[src/rtl/dna_max_collector.sv]
// rtl/dna_max_collector.sv - best-score/(row,col) tracker on the DNA_PE cell-score stream
// Optional threshold hit counter built when DNA_MAX_THRESH_EN is defined.
module dna_max_collector #(
    parameter int SCORE_W = 32,
    parameter int ROW_W   = 8,
    parameter int COL_W   = 8
) (
    input  logic               clk,
    input  logic               rst,
    input  logic               start_i,
    input  logic [ROW_W-1:0]   n_rows_i,
    input  logic [COL_W-1:0]   n_cols_i,
    input  logic               cell_valid_i,
    input  logic [SCORE_W-1:0] cell_score_i,
    output logic               busy_o,
    output logic               res_valid_o,
    input  logic               res_ready_i,
    output logic [SCORE_W-1:0] max_score_o,
    output logic [ROW_W-1:0]   max_row_o,
    output logic [COL_W-1:0]   max_col_o,
`ifdef DNA_MAX_THRESH_EN
    input  logic [SCORE_W-1:0]     thresh_i,
    output logic [ROW_W+COL_W-1:0] hit_cnt_o,
`endif
    output logic               err_o
);

    typedef enum logic [1:0] {
        IDLE  = 2'd0,
        ACCUM = 2'd1,
        DONE  = 2'd2
    } state_t;

    state_t             state_q, state_d;
    logic [ROW_W-1:0]   n_rows_q, n_rows_d;
    logic [COL_W-1:0]   n_cols_q, n_cols_d;
    logic [ROW_W-1:0]   row_q, row_d;
    logic [COL_W-1:0]   col_q, col_d;
    logic [SCORE_W-1:0] max_score_q, max_score_d;
    logic [ROW_W-1:0]   max_row_q, max_row_d;
    logic [COL_W-1:0]   max_col_q, max_col_d;
    logic               err_q, err_d;

    logic row_last;
    logic col_last;
    logic first_cell;
    logic take_cell;

`ifdef DNA_MAX_THRESH_EN
    localparam int HIT_W = ROW_W + COL_W;
    logic [SCORE_W-1:0] thresh_q, thresh_d;
    logic [HIT_W-1:0]   hit_cnt_q, hit_cnt_d;
`endif

    assign row_last   = (row_q == n_rows_q - ROW_W'(1));
    assign col_last   = (col_q == n_cols_q - COL_W'(1));
    // Tracker is cleared to 0/0/0 at start, so cell (0,0) is the first of the job.
    assign first_cell = (row_q == '0) && (col_q == '0);
    assign take_cell  = first_cell || (cell_score_i > max_score_q);

    always_comb begin
        state_d     = state_q;
        n_rows_d    = n_rows_q;
        n_cols_d    = n_cols_q;
        row_d       = row_q;
        col_d       = col_q;
        max_score_d = max_score_q;
        max_row_d   = max_row_q;
        max_col_d   = max_col_q;
        err_d       = err_q;
`ifdef DNA_MAX_THRESH_EN
        thresh_d    = thresh_q;
        hit_cnt_d   = hit_cnt_q;
`endif
        case (state_q)
            IDLE: begin
                if (start_i) begin
                    // A cell arriving with start is dropped silently.
                    n_rows_d    = n_rows_i;
                    n_cols_d    = n_cols_i;
                    row_d       = '0;
                    col_d       = '0;
                    max_score_d = '0;
                    max_row_d   = '0;
                    max_col_d   = '0;
                    err_d       = 1'b0;
`ifdef DNA_MAX_THRESH_EN
                    thresh_d    = thresh_i;
                    hit_cnt_d   = '0;
`endif
                    if ((n_rows_i == '0) || (n_cols_i == '0)) begin
                        state_d = DONE;
                    end else begin
                        state_d = ACCUM;
                    end
                end else if (cell_valid_i) begin
                    err_d = 1'b1;
                end
            end
            ACCUM: begin
                if (cell_valid_i) begin
                    if (take_cell) begin
                        max_score_d = cell_score_i;
                        max_row_d   = row_q;
                        max_col_d   = col_q;
                    end
`ifdef DNA_MAX_THRESH_EN
                    if ((cell_score_i >= thresh_q) && (hit_cnt_q != {HIT_W{1'b1}})) begin
                        hit_cnt_d = hit_cnt_q + HIT_W'(1);
                    end
`endif
                    if (col_last) begin
                        col_d = '0;
                        if (row_last) begin
                            row_d   = '0;
                            state_d = DONE;
                        end else begin
                            row_d = row_q + ROW_W'(1);
                        end
                    end else begin
                        col_d = col_q + COL_W'(1);
                    end
                end
            end
            DONE: begin
                if (cell_valid_i) begin
                    err_d = 1'b1;
                end
                if (res_ready_i) begin
                    state_d = IDLE;
                end
            end
            default: begin
                state_d = IDLE;
            end
        endcase
    end

    always_ff @(posedge clk) begin
        if (rst) begin
            state_q     <= IDLE;
            n_rows_q    <= '0;
            n_cols_q    <= '0;
            row_q       <= '0;
            col_q       <= '0;
            max_score_q <= '0;
            max_row_q   <= '0;
            max_col_q   <= '0;
            err_q       <= 1'b0;
`ifdef DNA_MAX_THRESH_EN
            thresh_q    <= '0;
            hit_cnt_q   <= '0;
`endif
        end else begin
            state_q     <= state_d;
            n_rows_q    <= n_rows_d;
            n_cols_q    <= n_cols_d;
            row_q       <= row_d;
            col_q       <= col_d;
            max_score_q <= max_score_d;
            max_row_q   <= max_row_d;
            max_col_q   <= max_col_d;
            err_q       <= err_d;
`ifdef DNA_MAX_THRESH_EN
            thresh_q    <= thresh_d;
            hit_cnt_q   <= hit_cnt_d;
`endif
        end
    end

    assign busy_o      = (state_q == ACCUM);
    assign res_valid_o = (state_q == DONE);
    assign max_score_o = max_score_q;
    assign max_row_o   = max_row_q;
    assign max_col_o   = max_col_q;
    assign err_o       = err_q;
`ifdef DNA_MAX_THRESH_EN
    assign hit_cnt_o   = hit_cnt_q;
`endif

endmodule

[config.mk]
export PLATFORM = sky130hd
export DESIGN_NAME = dna_max_collector
export DESIGN_NICKNAME = d
export VERILOG_FILES = /design/src/rtl/dna_max_collector.sv
export SDC_FILE = /design/constraint.sdc
export NUM_CORES = 1
export LEC_CHECK = 0
export ABC_AREA = 1
export BUFFER_PORTS_ARGS = -buffer_cell sky130_fd_sc_hd__buf_2
export CAP_MARGIN = 20
export CORE_MARGIN = 2
export CORE_UTILIZATION = 26
export DETAILED_ROUTE_END_ITERATION = 10
export SYNTH_ARGS = -nofsm -noshare
export SYNTH_HDL_FRONTEND = slang
export SYNTH_SLANG_ARGS = --single-unit
[constraint.sdc]
create_clock -name clk -period 2.6 [get_ports clk]
set_input_delay 0.78 -clock clk [delete_from_list [all_inputs] [get_ports clk]]
set_output_delay 0.78 -clock clk [all_outputs]
set_load 0.03 [all_outputs]
==> metrics.md, run 1 <==
| Metric | Value |
|---|---|
| Clk buf depth | 2 |
| Post-Syn Nets | around 860 |
| Power per cell area | roughly 1100 mW/mm² |
| Largest net degree at the start of global routing | just under 50 |
| Area of the core | between 0.015 and 0.02 mm² |
| Crit path time final | approximately 2.3 ns |
| Cell mode on critical path | nand2_1 |
| YS warnings | 0 |
| Total setup buffers inserted after CTS | 0 |
| Overall routing resource usage | a little over an eighth |
| IO Count | approximately 100 |
| Vias in the first global route | between 4000 and 5000 |
| HPWL after detailed placement | 10.2 mm |
| CP Data Arrival Time | 2.54 ns |
| CP peak stage delay | around 0.28 ns |
| DR vias/cell | approximately 4.4 |
| ANT nets after route | 0 |
| Clk slew on worst S/H paths | approximately 0.060 ns |
| Max Cap Viol | 0 |
| Rel. slew slack | between 60% and 70% |
| Required time worst endpoint | about 2.8 ns |
| Yosys cell types | 30 |
| Mapped Cells | 765 |
| Worst-path maximum fanout | 11 |
| Final setup viols | 0 |
| Layout cells sized above 1 | 16.8% |
| Starting Density | 26.8% |
| Sequential share of power | about 28% |
| Fin crit share | approximately 88% |
| CTS H-tree lvls | 3 |
| Synthesized area | between 0.005 and 0.006 mm² |
| Final Total Pwr | between 6 and 7 mW |
| DR WL/cell | ~12 µm |
| Post-Route Utilization | around a third |
| Worst Max-Slew Pin Slew | between 0.5 and 0.6 ns |
| TritonCTS clock tree | built |
| Psw | just over 3 mW |
| IR drop worst, VDD | about 280 µV |
| Switch share | about 45% |
| Initial antenna violation count | 0 |
| RD Place Congestion | between 0.8 and 0.9 |
| First drt pass iteration count | 4 |
| RSZ-0062 raised after global routing | no |
| Vert. Die Dim | 143 µm |
| Sequential cell area fraction in the yosys report | about a third |
| Max-slew violation count | 0 |
| Root Buffer | clkbuf_16 |
| Die area | around 0.021 mm² |
| Iteration-0 DRC Markers | 276 |
| CTS sink count | a little over 80 |
| Row count | 50 |
| Crit path launch type | primary input |
| Global route overflow | 0 |
| Run status | complete, no violations |
| Worst hold path class | reg2reg |
| # DRC | 0 |
| Final clock skew | between 0.008 and 0.009 ns |
| Cts hold-fix bufs | 0 |
| Crit path kind | in2reg |
| Horizontal die dimension | 143 µm |
| Hold Violations, Final | 0 |
| Critical path endpoint category | flip-flop |
| FMAX | 436 MHz |
| Syn Area/Cell | approximately 6.6 µm² |
| Comb power frac | 49.8% |
| Wire length of the first global-routing pass | around 22 mm |
| Drt total wl | approximately 14 mm |
| Slowest cell on the critical path | ha_1 |
| Port Buffers | 103 |
| Synth-to-layout area growth | 23.2% |
| Yosys reg bits | 83 |
| Cts bufs inserted | 9 |
| Internal power | between 3 and 4 mW |
| Clock share of power | 22.3% |
| Leakage | 2.94 nW |
| Worst-Skew Late Latency | approximately 0.35 ns |
| Via Count | around 4900 |
| Crit path cell chain | buf_2, ha_1, nand2_1, nor2_1, nand2_1, nor2_1, nand2_1, nand2_1, nand2_1, nand2_4, buf_4, nand3_1, nand2_1, nor2_1 |
| Post-cts resize count | 0 |
| Layout Nets | between 900 and 1000 |
-- power groups by stage --
stage,sequential (mW),combinational (mW),clock (mW)
finish,1.91,3.41,1.52
global placement,1.94,3.40,0
CTS,1.91,3.45,1.56
global route,1.96,3.89,1.61
floorplan,2.41,2.09,0
detailed placement,1.94,3.44,0
-- cell usage in the layout, fill, tap and decap left out --
| master | synthesis | routed |
|---|---|---|
| or2_0 | 1 | 1 |
| diode_2 | 0 | 1 |
| xor2_1 | 13 | 13 |
| buf_2 | 11 | 103 |
| ha_1 | 38 | 38 |
| o21ai_0 | 21 | 21 |
| a21boi_1 | 1 | 1 |
| nand2_4 | 1 | 2 |
| a21o_1 | 2 | 2 |
| a31oi_1 | 1 | 1 |
| bufinv_16 | 0 | 3 |
| nand3_1 | 73 | 73 |
| a21oi_1 | 78 | 78 |
| nor2_2 | 2 | 2 |
| clkinvlp_4 | 0 | 1 |
| o21a_1 | 1 | 1 |
| nand4_1 | 14 | 14 |
| nand2_1 | 187 | 187 |
| a22oi_1 | 1 | 1 |
| buf_12 | 0 | 2 |
| nor2_1 | 104 | 104 |
| inv_2 | 2 | 2 |
| buf_4 | 5 | 16 |
| nor4_1 | 6 | 6 |
| clkbuf_8 | 0 | 2 |
| nor3_1 | 9 | 9 |
| nor2_4 | 1 | 1 |
| inv_1 | 74 | 74 |
| xnor2_1 | 10 | 10 |
| clkbuf_16 | 0 | 9 |
| nand2_2 | 2 | 1 |
| clkinv_2 | 0 | 1 |
| dfxtp_1 | 83 | 83 |
-- synth_stat cells (all sizes together) --
cell | number | share of area (%)
a21boi | 1 | 0.15
a21o | 2 | 0.30
a21oi | 78 | 7.7
a22oi | 1 | 0.15
a31oi | 1 | 0.12
buf | 21 | 2.4
clkbuf | 18 | 1.3
clkinv | 1 | 0.074
dfxtp | 83 | 33
ha | 38 | 9.4
inv | 76 | 5.7
nand2 | 190 | 14
nand3 | 73 | 7.3
nand4 | 14 | 1.7
nor2 | 107 | 8.2
nor3 | 9 | 0.89
nor4 | 6 | 0.75
o21a | 1 | 0.15
o21ai | 21 | 2.1
or2 | 1 | 0.12
xnor2 | 10 | 1.7
xor2 | 13 | 2.3
-- worst max-delay path: cells and delay by family --
kind	cells	cell delay (ns)
buffers and inverters	2	0.31
adders and majority gates	1	0.28
and+or+nand+nor	11	1.18
-- layout make-up --
| class | count | area (µm²) |
|---|---|---|
| Fill cell | 2067 | 12600 |
| Sequential cell | 83 | 1660 |
| Inverter | 77 | 290 |
| Tap cell | 260 | 325 |
| Clock inverter | 4 | 97.6 |
| Timing Repair Buffer | 121 | 676 |
| Multi-Input combinational cell | 566 | 2900 |
| Clock buffer | 11 | 253 |
| Antenna cell | 1 | 2.50 |
-- sequential cells by signal, indices dropped and copies added, names as in the netlist, 2 cells and up --
name         flops
max_score_o     32
max_row_o        8
col_q            8
state_q          2
max_col_o        8
n_cols_q         8
n_rows_q         8
row_q            8
-- per-layer routing --
layer | GRT usage, % | part of all wire [%]
met5 | 0 | 0
met2 | 21.6 | 44
met4 | 4.23 | 1.3
met1 | 17.8 | 48
met3 | 4.33 | 6.9
-- kinds of logic (layout without fill, tap and decap cells) --
| group | after synthesis | in the layout | synth area share [%] |
|---|---|---|---|
| AOI/OAI and AO/OA | 105 | 105 | 10.7 |
| xor gates and xnor gates | 23 | 23 | 4.00 |
| adders and majority gates | 38 | 38 | 9.44 |
| buffers and inverters | 116 | 213 | 9.51 |
| DFF | 83 | 83 | 33.0 |
| other | 0 | 1 | 0 |
| and+or+nand+nor | 400 | 400 | 33.4 |
-- worst paths after layout --
path                    start               to  slack, ns  depth (start not counted)
max          cell_score_i[31]  max_score_o[24]       0.30                         14
max reg2reg   max_score_o[31]  max_score_o[24]       0.45                         14
min              max_col_o[5]     max_col_o[5]       0.48                          2
min reg2reg      max_col_o[5]     max_col_o[5]       0.48                          2
-- through the flow --
stage / TNS [ns] / std cells / setup slack (ns) / hold WS, ns / instance area (µm²)
floorplan: 0 / 765 / 0.330 / 0.453 / 5040
global placement: -0.295 / 1107 / -0.0285 / 0.456 / 5860
detailed placement: -1.23 / 1107 / -0.0507 / 0.465 / 5860
CTS: 0 / 1122 / 0.311 / 0.480 / 6210
global route: 0 / 1122 / 0.127 / 0.521 / 6210
finish: 0 / 1123 / 0.304 / 0.475 / 6210
No activity file was read; power rests on OpenSTA's default activity.
==> run 2: changes to the inputs <==
CTS_BUF_LIST = sky130_fd_sc_hd__clkbuf_4   (was default)
==> metrics.md, run 2 (same netlist as run 1, synthesis figures left out) <==
| Metric | Value |
|---|---|
| CP peak stage delay | 0.42 ns (was 0.28 ns) |
| Root Buffer | clkbuf_4 (was clkbuf_16) |
| FILL cells | 2090 (was 2067) |
| IR drop worst, VDD | 282 µV (about the same) |
| M2 GR Usage | 21.9% (was 21.6%) |
| HPWL after detailed placement | 10.2 mm (unchanged) |
| Wire length of the first global-routing pass | 22.4 mm (was 22.3 mm) |
| DR WL/cell | 12.3 µm (was 12.2 µm) |
| Hold Violations, Final | 0 (unchanged) |
| Rel. slew slack | 66.1% (was 66.2%) |
| RD Place Congestion | 0.808 (unchanged) |
| Via Count | 4969 (was 4949) |
| Power per cell area | 1040 mW/mm² (was 1100 mW/mm²) |
| Row count | 50 (unchanged) |
| Met1 Usage GRT | 17.7% (was 17.8%) |
| Setup TNS | 0 ns (unchanged) |
| Overall routing resource usage | 13.7% (about the same) |
| Layout Nets | 949 (unchanged) |
| Port Buffers | 103 (unchanged) |
| Total setup buffers inserted after CTS | 0 (unchanged) |
| Synth-to-layout area growth | 19.7% (was 23.2%) |
| Clk slew on worst S/H paths | 0.14 ns (was 0.06 ns) |
| IO Count | 104 (unchanged) |
| Most common cell after layout, fill and taps aside | nand2_1 (unchanged) |
| Crit path cell chain | inv_2, nor2_4, buf_2 (was buf_2, ha_1, nand2_1, nor2_1, nand2_1, nor2_1, nand2_1, nand2_1, nand2_1, nand2_4, buf_4, nand3_1, nand2_1, nor2_1) |
| Worst hold path class | in2reg (was reg2reg) |
| Reg area | 0.00166 mm² (unchanged) |
| CTS sink count | 83 (unchanged) |
| RSZ-0062 raised after global routing | no (unchanged) |
| Cts bufs inserted | 9 (unchanged) |
| Horizontal die dimension | 143 µm (unchanged) |
| FMAX | 424 MHz (was 436 MHz) |
| Vert. Die Dim | 143 µm (unchanged) |
| WHS | 0.482 ns (was 0.475 ns) |
| CTS H-tree lvls | 3 (unchanged) |
| Worst Max-Slew Pin Slew | 0.508 ns (was 0.507 ns) |
| Layout cells sized above 1 | 16.6% (was 16.8%) |
| Worst hold path depth | 2 (unchanged) |
| Global route overflow | 0 (unchanged) |
| Multi-input gate area | 0.00290 mm² (unchanged) |
| Hold EP | err_o (was max_col_o[5]) |
| Drt total wl | 13.8 mm (was 13.7 mm) |
| Max Cap Viol | 0 (unchanged) |
| Post-route cell area | 0.00603 mm² (was 0.00621 mm²) |
| Die area | 0.0205 mm² (unchanged) |
| Vias in the first global route | 4526 (was 4490) |
| Worst R2R Start | max_score_o[29] (was max_score_o[31]) |
| Cts hold-fix bufs | 0 (unchanged) |
| Critical path endpoint category | output pin (was flip-flop) |
| Post-cts resize count | 0 (unchanged) |
| Worst-path maximum fanout | 10 (was 11) |
| R2R Path End | max_score_o[24] (unchanged) |
| Slowest cell on the critical path | dfxtp_1 (was ha_1) |
| Leakage | 2.86 nW (was 2.94 nW) |
| Worst-Skew Late Latency | 0.47 ns (was 0.35 ns) |
| Max-slew violation count | 0 (unchanged) |
| Final clock skew | 0.0206 ns (was 0.00820 ns) |
| Initial antenna violation count | 1 (was 0) |
| DR vias/cell | 4.42 (was 4.41) |
| Max reg flops | 32 (unchanged) |
| Reg2Reg Depth | 14 (unchanged) |
| Most frequent cells in the layout | nand2_1 (187), nor2_1 (104), buf_2 (103) (unchanged) |
| GRT met3 Usage | 3.59% (was 4.33%) |
| Crit path kind | reg2out (was in2reg) |
| Required time worst endpoint | 1.82 ns (was 2.84 ns) |
| Final setup viols | 0 (unchanged) |
| Crit path launch type | flip-flop (was primary input) |
| Clk buf depth | 2 (unchanged) |
| TritonCTS clock tree | built (unchanged) |
| Final Total Pwr | 6.28 mW (was 6.84 mW) |
| Hold_sp | rst (was max_col_o[5]) |
| GR peak layer | met2 (unchanged) |
| Largest net degree at the start of global routing | 49 (unchanged) |
| FF-to-FF setup slack | 0.44 ns (was 0.45 ns) |
| DP Area | 0.00586 mm² (unchanged) |
| Iteration-0 DRC Markers | 256 (was 276) |
| Run status | complete, no violations (unchanged) |
| CP Data Arrival Time | 1.58 ns (was 2.54 ns) |
| # DRC | 0 (unchanged) |
| First drt pass iteration count | 7 (was 4) |
| Crit path time final | 2.36 ns (was 2.30 ns) |
| Starting Density | 26.8% (unchanged) |
| Area of the core | 0.0188 mm² (unchanged) |
| ANT nets after route | 0 (unchanged) |
| Fin crit share | 90.7% (was 88.3%) |
[run 2: cell types whose count changed in the layout (fill, tap and decap cells not counted), sizes merged]
cell and change:
clkinv +2, diode +1, clkbuf -2
[run 2: worst max-delay path by stage]
stage | from | to | cells past startpoint
global placement | cell_score_i[31] | max_score_o[23] | 14
finish | state_q[0] | busy_o | 3
floorplan | cell_score_i[21] | max_score_o[0] | 13
CTS | state_q[0] | busy_o | 3
detailed placement | cell_score_i[31] | max_score_o[24] | 14
global route | state_q[0] | busy_o | 3
[run 2: worst max-delay path, delay by kind of cell (launching register included)]
family	cells	cell delay [ns]
buf+inv	2	0.37
simple gates	1	0.31
flops	1	0.42
[run 2: final cells by class]
cell class / count / area share, %
Sequential cell: 83 / 27.5
Tap cell: 260 / 5.39
Timing Repair Buffer: 121 / 11.2
Antenna cell: 2 / 0.0830
Multi-Input combinational cell: 566 / 48.1
Clock buffer: 9 / 1.12
Inverter: 77 / 4.81
Clock inverter: 6 / 1.74
[run 2: metal layers]
layer  wire [µm]  vias up
li1            -     2652
met1        6720     2212
met2        6130       93
met3         815       12
met4         151        0
met5           0        -
[run 2: metrics by stage]
| step | worst slack [ns] | cells | utilization, % |
|---|---|---|---|
| floorplan | 0.330 | 765 | - |
| global placement | -0.0285 | 1107 | 31.1 |
| detailed placement | -0.0507 | 1107 | 31.1 |
| CTS | 0.186 | 1122 | 32.0 |
| global route | 0.159 | 1123 | 32.0 |
| finish | 0.242 | 1124 | 32.0 |
[run 2: report_power, final]
part / internal, mW / switching (mW) / leakage [nW] / total, mW
combinational: 1.17 / 2.24 / 2.09 / 3.41
clock: 0.475 / 0.484 / 0.0871 / 0.959
sequential: 1.63 / 0.277 / 0.683 / 1.91
==> run 3: changes to the inputs <==
ABC_AREA = 0   (was 1)
==> metrics.md, run 3 <==
| Metric | Value |
|---|---|
| Largest net degree at the start of global routing | 49 (unchanged) |
| Crit path time final | 2.50 ns (was 2.36 ns) |
| Post-synthesis mux area share | 0.650% (was 0%) |
| Via Count | 4392 (was 4969) |
| Most common cell after layout, fill and taps aside | buf_2 (was nand2_1) |
| Vias in the first global route | 4328 (was 4526) |
| Worst hold path depth | 2 (unchanged) |
| Layout cells sized above 1 | 32.3% (was 16.6%) |
| Post-layout worst setup margin | 0.100 ns (was 0.242 ns) |
| IO Count | 104 (unchanged) |
| DP Area | 0.00589 mm² (was 0.00586 mm²) |
| Final clock skew | 0.00795 ns (was 0.0206 ns) |
| Die area | 0.0196 mm² (was 0.0205 mm²) |
| Wire length of the first global-routing pass | 21.2 mm (was 22.4 mm) |
| CTS H-tree lvls | 3 (unchanged) |
| Max reg flops | 32 (unchanged) |
| Fraction of the mapped netlist area in adder cells | 9.87% (was 9.44%) |
| Row count | 49 (was 50) |
| Syn Area/Cell | 8.51 µm² (was 6.59 µm²) |
| Area fraction in compound gates after synthesis | 18.9% (was 10.7%) |
| Overall routing resource usage | 13.3% (was 13.7%) |
| Top post-synthesis cells by area | dfxtp_1 (35%), ha_1 (9.9%), nand3_1 (5.9%) (was dfxtp_1 (33%), nand2_1 (14%), ha_1 (9.4%)) |
| Crit path cell chain | buf_2, ha_1, nand4_1, or4_4, o41ai_4, a31oi_4, buf_12, clkbuf_16, nand3_1, o31ai_1 (was inv_2, nor2_4, buf_2) |
| HPWL after detailed placement | 9.71 mm (was 10.2 mm) |
| Failing checks | design-rule violations |
| Run status | complete, but fails checks (was complete, no violations) |
| Crit path launch type | primary input (was flip-flop) |
| Initial antenna violation count | 1 (unchanged) |
| Layout Nets | 779 (was 949) |
| Count leader, synth | dfxtp_1 (was nand2_1) |
| Worst hold path class | reg2reg (was in2reg) |
| Post-synth EDFFs | 0 (unchanged) |
| Most frequent cells in the layout | buf_2 (103), dfxtp_1 (75), inv_1 (47), nand2_1 (47), nand3_1 (43) (was nand2_1 (187), nor2_1 (104), buf_2 (103)) |
| Cts hold-fix bufs | 0 (unchanged) |
| Global route overflow | 0 (unchanged) |
| Hold Violations, Final | 0 (unchanged) |
| Fin crit share | 96.1% (was 90.7%) |
| Vert. Die Dim | 140 µm (was 143 µm) |
| CTS sink count | 83 (unchanged) |
| Yosys cell types | 60 (was 30) |
| FMAX | 400 MHz (was 424 MHz) |
| Critical path endpoint category | flip-flop (was output pin) |
| Clk buf depth | 2 (unchanged) |
| Synth-to-layout area growth | 28.2% (was 19.7%) |
| Prevailing post-synth register cell | dfxtp_1 (unchanged) |
| CP peak stage delay | 0.60 ns (was 0.42 ns) |
| Largest family of logic cells by synthesized area | simple AND/OR/NAND/NOR gates (unchanged) |
| Root Buffer | clkbuf_4 (unchanged) |
| Synthesized area | 0.00482 mm² (was 0.00504 mm²) |
| Worst-Skew Late Latency | 0.46 ns (was 0.47 ns) |
| Reg2Reg Depth | 10 (was 14) |
| Cts bufs inserted | 9 (unchanged) |
| WP buf/inv | 3 (was 2) |
| TritonCTS clock tree | built (unchanged) |
| Area of the core | 0.0181 mm² (was 0.0188 mm²) |
| CP top delay family | simple AND/OR/NAND/NOR gates (was flip-flops) |
| Synth cell count leaders | dfxtp_1 (83), nand3_1 (57), inv_1 (47), nand2_1 (47), a21oi_1 (44) (was nand2_1 (187), nor2_1 (104), dfxtp_1 (83)) |
| Rel. slew slack | 64.3% (was 66.1%) |
| YS warnings | 0 (unchanged) |
| Port Buffers | 103 (unchanged) |
| DP Worst Slack | -0.406 ns (was -0.0507 ns) |
| Yosys reg bits | 83 (unchanged) |
| Post-Syn Nets | 657 (was 856) |
| Power per cell area | 470 mW/mm² (was 1040 mW/mm²) |
| Xor/xnor share of the synthesized area | 4.55% (was 4.00%) |
| Horizontal die dimension | 140 µm (was 143 µm) |
| Worst Max-Slew Pin Slew | 0.534 ns (was 0.508 ns) |
| Iteration-0 DRC Markers | 290 (was 256) |
| Synth area leader | dfxtp_1 (unchanged) |
| Ys async rst share | 0% (unchanged) |
| First drt pass iteration count | 7 (unchanged) |
| RD Place Congestion | 0.789 (was 0.808) |
| ANT nets after route | 0 (unchanged) |
| # DRC | 5 (was 0) |
| Mapped Cells | 566 (was 765) |
| Post-route cell area | 0.00617 mm² (was 0.00603 mm²) |
| Synth top area share | 34.5% (was 33.0%) |
| Final setup viols | 0 (unchanged) |
| Leakage | 2.52 nW (was 2.86 nW) |
| Crit path kind | in2reg (was reg2out) |
| DR vias/cell | 4.76 (was 4.42) |
| Sequential cell area fraction in the yosys report | 34.5% (was 33.0%) |
| Crit path depth | 10 (was 3) |
| Slowest cell on the critical path | or4_4 (was dfxtp_1) |
| Worst-path maximum fanout | 11 (was 10) |
| Final Total Pwr | 2.90 mW (was 6.28 mW) |
| Max-slew violation count | 0 (unchanged) |
| Required time worst endpoint | 2.94 ns (was 1.82 ns) |
| CP Data Arrival Time | 2.84 ns (was 1.58 ns) |
| Post-synthesis simple-gate area fraction | 23.9% (was 33.4%) |
| Max Cap Viol | 0 (unchanged) |
| Setup TNS | 0 ns (unchanged) |
| DR WL/cell | 14.7 µm (was 12.3 µm) |
| WHS | 0.481 ns (was 0.482 ns) |
| Drt total wl | 13.6 mm (was 13.8 mm) |
| Clk slew on worst S/H paths | 0.12 ns (was 0.14 ns) |
| IR drop worst, VDD | 148 µV (was 282 µV) |
| Starting Density | 26.6% (was 26.8%) |
[run 3: changes by cell type after synthesis, sizes merged, moves of 20 or more]
cell / previous run / this run
inv: 76 / 48
a21oi: 78 / 44
nor2: 107 / 20
nand2: 190 / 47
nand2b: 0 / 20
o31ai: 0 / 32
[run 3: worst min-delay path: stages (launching register included)]
cell and delay, ns:
dfxtp_1 0.33, nand2b_1 0.06, o21ai_0 0.06
[run 3: layout make-up]
type,instances,area (µm²)
diodes,1,2.50
clock buffers,10,75.1
clock inverters,6,22.5
fillers,1912,11900
inverters,48,180
multi-input cells,400,2980
flip-flops and latches,83,1670
well taps,229,287
repair buffers,146,952
[run 3: final timing paths]
path	from	to	slack (ns)
setup / recovery	cell_score_i[23]	max_score_o[20]	0.10
hold / removal	max_row_o[3]	max_row_o[3]	0.48
setup reg to reg	max_score_o[21]	max_score_o[20]	0.12
hold reg to reg	max_row_o[3]	max_row_o[3]	0.48
[run 3: cell families (layout without fill, tap and decap cells)]
logic type | after synthesis | after routing
other cells | 0 | 1
buf+inv | 83 | 210
compound gates | 128 | 128
flops | 83 | 83
xor+xnor | 25 | 25
mux | 3 | 3
fa+ha+maj | 38 | 38
simple gates | 206 | 206
[run 3: per-stage QoR]
step / instances / util (%)
global route: 923 / 34.1
global placement: 900 / 32.6
finish: 923 / 34.1
detailed placement: 900 / 32.6
floorplan: 566 / -
CTS: 916 / 33.1
[run 3: timing repair]
action | 4_1_cts | 5_1_grt
resized for setup | 0 | 22
buffers inserted | 0 | 2
endpoints found under the setup margin | 0 | 46
[run 3: routing by layer]
layer | global-route usage [%] | share of wire [%]
met1 | 17.5 | 47
met2 | 21.3 | 47
met3 | 2.46 | 4.2
met4 | 6.11 | 2.3
met5 | 0 | 0
[run 3: report_power, final]
group / switching, mW / internal (mW) / leakage, nW / total (mW)
combinational: 0.507 / 0.371 / 1.79 / 0.878
clock: 0.455 / 0.189 / 0.0554 / 0.645
sequential: 0.0544 / 1.33 / 0.677 / 1.38
